===== src/rtl/tt_pin_conditioner.sv =====
// Pin-conditioning harness between a dev-board top level and a tt04-style core.
// Synchronises and optionally debounces inputs, stretches the core reset,
// generates a selectable clock-enable tick and registers all pin outputs.
module tt_pin_conditioner #(
    parameter int unsigned     N_UI        = 8,
    parameter int unsigned     N_UO        = 8,
    parameter int unsigned     N_UIO       = 8,
    parameter int unsigned     SYNC_STAGES = 2,
    parameter logic [N_UI-1:0] DEB_MASK    = '0,
    parameter int unsigned     DEB_CYCLES  = 16,
    parameter int unsigned     RST_CYCLES  = 8
) (
    input  logic             clk,
    input  logic             rst_n,
    input  logic [N_UI-1:0]  pin_ui,
    input  logic [N_UIO-1:0] pin_uio_in,
    input  logic             pin_ena,
    input  logic [2:0]       div_sel,
    input  logic [N_UO-1:0]  core_uo_out,
    input  logic [N_UIO-1:0] core_uio_out,
    input  logic [N_UIO-1:0] core_uio_oe,
    output logic [N_UI-1:0]  ui_in,
    output logic [N_UIO-1:0] uio_in,
    output logic             ena,
    output logic             core_rst_n,
    output logic             tick,
    output logic [N_UO-1:0]  pin_uo,
    output logic [N_UIO-1:0] pin_uio_out,
    output logic [N_UIO-1:0] pin_uio_oe
);

    localparam int unsigned DCNT_W = (DEB_CYCLES > 2) ? $clog2(DEB_CYCLES) : 1;
    localparam int unsigned RCNT_W = 8;
    localparam int unsigned TCNT_W = 7;

    logic [N_UI-1:0]        ui_sync  [SYNC_STAGES];
    logic [N_UIO-1:0]       uio_sync [SYNC_STAGES];
    logic [SYNC_STAGES-1:0] ena_sync;
    logic [RCNT_W-1:0]      rcnt;
    logic [TCNT_W-1:0]      tcnt;
    logic [TCNT_W-1:0]      tick_mask_c;

    // Multi-stage synchronisers for all asynchronous pin inputs
    always_ff @(posedge clk or negedge rst_n) begin
        if (!rst_n) begin
            for (int s = 0; s < int'(SYNC_STAGES); s++) begin
                ui_sync[s]  <= '0;
                uio_sync[s] <= '0;
            end
            ena_sync <= '0;
        end else begin
            ui_sync[0]  <= pin_ui;
            uio_sync[0] <= pin_uio_in;
            for (int s = 1; s < int'(SYNC_STAGES); s++) begin
                ui_sync[s]  <= ui_sync[s-1];
                uio_sync[s] <= uio_sync[s-1];
            end
            ena_sync <= {ena_sync[SYNC_STAGES-2:0], pin_ena};
        end
    end

    // Per-bit debounce on selected ui bits; other bits pass straight from the synchroniser
    genvar gi;
    generate
        for (gi = 0; gi < int'(N_UI); gi++) begin : g_ui
            if (DEB_MASK[gi]) begin : g_deb
                logic [DCNT_W-1:0] dcnt;
                logic              deb_q;

                // Accept a new level only after it persists for DEB_CYCLES cycles
                always_ff @(posedge clk or negedge rst_n) begin
                    if (!rst_n) begin
                        dcnt  <= '0;
                        deb_q <= 1'b0;
                    end else if (ui_sync[SYNC_STAGES-1][gi] == deb_q) begin
                        dcnt <= '0;
                    end else if (dcnt == DCNT_W'(DEB_CYCLES - 1)) begin
                        deb_q <= ui_sync[SYNC_STAGES-1][gi];
                        dcnt  <= '0;
                    end else begin
                        dcnt <= dcnt + DCNT_W'(1);
                    end
                end

                assign ui_in[gi] = deb_q;
            end else begin : g_raw
                assign ui_in[gi] = ui_sync[SYNC_STAGES-1][gi];
            end
        end
    endgenerate

    // Driven uio bits loop back the registered output so stale pad values never reach the core
    assign uio_in = (pin_uio_oe & pin_uio_out) | (~pin_uio_oe & uio_sync[SYNC_STAGES-1]);
    assign ena    = ena_sync[SYNC_STAGES-1];

    // Reset stretcher: asynchronous assertion, release one edge after rcnt reaches RST_CYCLES
    always_ff @(posedge clk or negedge rst_n) begin
        if (!rst_n) begin
            rcnt       <= '0;
            core_rst_n <= 1'b0;
        end else if (rcnt == RCNT_W'(RST_CYCLES)) begin
            core_rst_n <= 1'b1;
        end else begin
            rcnt <= rcnt + RCNT_W'(1);
        end
    end

    // Free-running tick counter, parked at zero while the core is in reset
    always_ff @(posedge clk or negedge rst_n) begin
        if (!rst_n) begin
            tcnt <= '0;
        end else if (!core_rst_n) begin
            tcnt <= '0;
        end else begin
            tcnt <= tcnt + TCNT_W'(1);
        end
    end

    // Tick fires when the low div_sel counter bits are all ones; div_sel acts immediately
    assign tick_mask_c = TCNT_W'((8'd1 << div_sel) - 8'd1);
    assign tick        = core_rst_n & ((tcnt & tick_mask_c) == tick_mask_c);

    // Output registers toward the pins, forced low (all uio as inputs) during core reset
    always_ff @(posedge clk or negedge rst_n) begin
        if (!rst_n) begin
            pin_uo      <= '0;
            pin_uio_out <= '0;
            pin_uio_oe  <= '0;
        end else if (!core_rst_n) begin
            pin_uo      <= '0;
            pin_uio_out <= '0;
            pin_uio_oe  <= '0;
        end else begin
            pin_uo      <= core_uo_out;
            pin_uio_out <= core_uio_out;
            pin_uio_oe  <= core_uio_oe;
        end
    end

endmodule


===== config.mk =====
export PLATFORM = sky130hd
export DESIGN_NAME = tt_pin_conditioner
export DESIGN_NICKNAME = d
export VERILOG_FILES = /design/src/rtl/tt_pin_conditioner.sv
export SDC_FILE = /design/constraint.sdc
export NUM_CORES = 1
export LEC_CHECK = 0
export CELL_PAD_IN_SITES_DETAIL_PLACEMENT = 1
export CELL_PAD_IN_SITES_GLOBAL_PLACEMENT = 1
export CORE_MARGIN = 8
export CORE_UTILIZATION = 32
export DETAILED_ROUTE_END_ITERATION = 6
export GPL_ROUTABILITY_DRIVEN = 0
export PLACE_DENSITY = 0.79
export SLEW_MARGIN = 20
export SYNTH_ARGS = -nofsm -noshare
export SYNTH_HDL_FRONTEND = slang
export SYNTH_SLANG_ARGS = --single-unit

===== constraint.sdc =====
create_clock -name clk -period 1.57 [get_ports clk]
set_input_delay 0.471 -clock clk [delete_from_list [all_inputs] [get_ports clk]]
set_output_delay 0.471 -clock clk [all_outputs]
set_load 0.01 [all_outputs]

==> impl_metrics.tcl <==
set metrics [dict create \
    outcome "complete, but fails checks" \
    failed_checks "setup timing" \
    die-area_sq_um 10970 \
    worstPathArrival_ps 1350 \
    cts_sinks 74 \
    pwr_density_cell_nw_per_um2 1085 \
    clock.fmax_mhz 548.2 \
    final_cell_mix "dfrtp_1 (73), clkdlybuf4s50_1 (43), and2_1 (28)" \
    hold_violations 0 \
    crit_path_end_kind "output pin" \
    syn-cell-area_sq_um 2519 \
    cts_made_buffers 9 \
    initial_core_util 0.3276 \
    grt_pass1_vias 2000 \
    p_leak_nw 1.825 \
    setup_violations 11 \
    drcViolationCount 0 \
    final_common_cell "dfrtp_1" \
    routed_wl_mm 6.625 \
    htree_levels 3 \
    dp_slack_ps -890.0 \
    grt_max_degree 28 \
    place.detailed.hpwl_mm 4.783 \
    grt_overflow 0 \
    cts_tree "done" \
    num-nets-final 335 \
    drt_pass1_iterations 4 \
    slew_viol_final 0 \
    die_x_um 104.7 \
    ys_seq_area_frac 0.7352 \
    worstPathRequired_ps 1100 \
    cp_max_fo 3 \
    min_path_type "primary input to asynchronous set/reset pin" \
    synth_top_area_cell "dfrtp_1" \
    core_sq_um 7687 \
    post-route-period-util 1.162 \
    antenna_left 0 \
    synth-seq-cells 74 \
    peakVddDrop_uv 516.3 \
    fin_crit_ps 1824 \
    io_pins 89 \
    worst_pin_slew_ps 329.9 \
    routed_via_density 4.323 \
    clock_latency_ps 330 \
    postSynthAreaPerCell_sq_um 14.73 \
    n_antenna_cell 0 \
    cts.clk_slew.worst_paths_ps 80 \
    syn_nets 220 \
    maxCapViolCount 0 \
    cts_buffer_depth 2 \
    place_inst 370 \
    grt_use_total 0.1226 \
    ys_warn_count 0 \
    post_drt_wl_per_cell_um 16.86 \
    synth_top_area_share 0.7352 \
    setup_ws_ps -254.0 \
    grt_pass1_wl_mm 10.53 \
    drtIter0Drc 9 \
    die_h_um 104.7 \
    synth_cells 171 \
    row_count 32 \
    cts-root-buf "clkbuf_8" \
    skew_ps 4.849 \
    crit_type "flop to output pin" \
    fillers 796 \
    area_growth_pct 56.73 \
    stdcell_count 393 \
    netlist-cell-type-count 25 \
    start_kind "flop" \
    vias 1699 \
    antenna_found_initial 0 \
    slew_headroom 0.7801 \
    post_synth_main_area_contributors "dfrtp_1 (74%), and2_1 (7.0%), mux2_2 (3.6%), xnor2_1 (3.1%), buf_4 (2.4%)" \
    layout-drive-gt1-share 0.2577 \
    portBuffers 88 \
    rsz0062_at_grt "yes" \
]
[flip-flops by register name, indices dropped and copies added (netlist names), 7 cells and up]
name         count
uio_sync        16
pin_uio_oe       8
pin_uio_out      8
pin_uo           8
rcnt             8
ui_in            8
ui_sync          8
tcnt             7
[power by group]
group	switching (mW)	leakage, nW	internal (mW)
clock network	0.685	0.131	1.23
logic	0.135	0.817	0.229
registers	0.0286	0.878	1.98
[logic make-up after synthesis]
| logic type | synth area share |
|---|---|
| flip-flops | 0.7352 |
| AND/OR/NAND/NOR | 0.1192 |
| buffers and inverters | 0.03279 |
| XOR/XNOR | 0.03478 |
| multiplexers | 0.04421 |
| AO/OA/AOI/OAI | 0.01888 |
| adder cells (fa/ha/maj) | 0.01490 |
[per-stage QoR]
stage / util / TNS (ps) / hold slack (ps) / power (mW) / instance area, sq um
detailed placement: 0.4720 / -1406 / 336.3 / 2.428 / 3628
finish: 0.5135 / -747.4 / 37.99 / 4.283 / 3948
global route: 0.5135 / -1287 / 35.68 / 4.464 / 3948
global placement: 0.4720 / -1185 / 331.4 / 2.412 / 3628
floorplan: - / 0 / 175.4 / 2.129 / 2519
CTS: 0.5065 / -918.0 / 28.91 / 4.346 / 3894
[layout make-up]
type / count / area (sq um) / area share
inverter: 3 / 11.26 / 0.002853
sequential: 74 / 1853 / 0.4694
multi-input combinational: 83 / 646.9 / 0.1639
clock buffer: 10 / 127.6 / 0.03233
timing repair buffer: 115 / 1044 / 0.2643
tap: 102 / 127.6 / 0.03233
clock inverter: 6 / 137.6 / 0.03487
[metal layers]
layer,track usage,share of wire,vias to the layer above
li1,-,-,778
met1,0.1340,0.39,856
met2,0.2095,0.52,59
met4,0.03976,0.0086,0
met5,0,0,-
met3,0.05405,0.079,6
[Yosys cell counts]
library cell   n
a21boi_0       2
a21o_1         1
a21oi_1        1
and2_1        28
and3_1         2
buf_4          8
clkbuf_1       3
dfrtp_1       74
ha_1           3
inv_1          3
mux2_1         1
mux2_2         8
mux2i_1        1
nand2_1        4
nand3_1       10
nand4_1        1
nor2_1         1
nor2_2         1
nor2b_1        2
nor4_1         1
o21ai_0        4
or2_2          1
or3_1          1
xnor2_1        9
xor2_1         1
[worst max-delay path, cell delays in order, from the launching register on]
cell	delay, ps
dfrtp_1	400
nand4_1	130
o21ai_1	160
nand3_1	100
a21oi_2	100
buf_2	130
[timing repair]
item | CTS | global route
buffers inserted | 4 | 4
endpoints found under the setup margin | 44 | 14
pin swaps | 3 | 5
hold buffers | 0 | 0
hold endpoints to repair | 0 | 0
gates resized for setup | 103 | 15
[final timing paths]
check / start / end / slack [ps] / cells after the start
max: tcnt[2]$_DFF_PN0_ / tick / -250 / 5
min: rst_n / ui_in[6]$_DFF_PN0_ / 40 / 1
max reg2reg: rcnt[4]$_DFFE_PN0P_ / rcnt[1]$_DFFE_PN0P_ / 50 / 4
min reg2reg: uio_sync[8]$_DFF_PN0_ / uio_sync[0]$_DFF_PN0_ / 350 / 0
max in group asynchronous: rst_n / rcnt[4]$_DFFE_PN0P_ / 1080 / 2
min in group clk: uio_sync[8]$_DFF_PN0_ / uio_sync[0]$_DFF_PN0_ / 350 / 0
No activity file was read; power rests on OpenSTA's default activity.
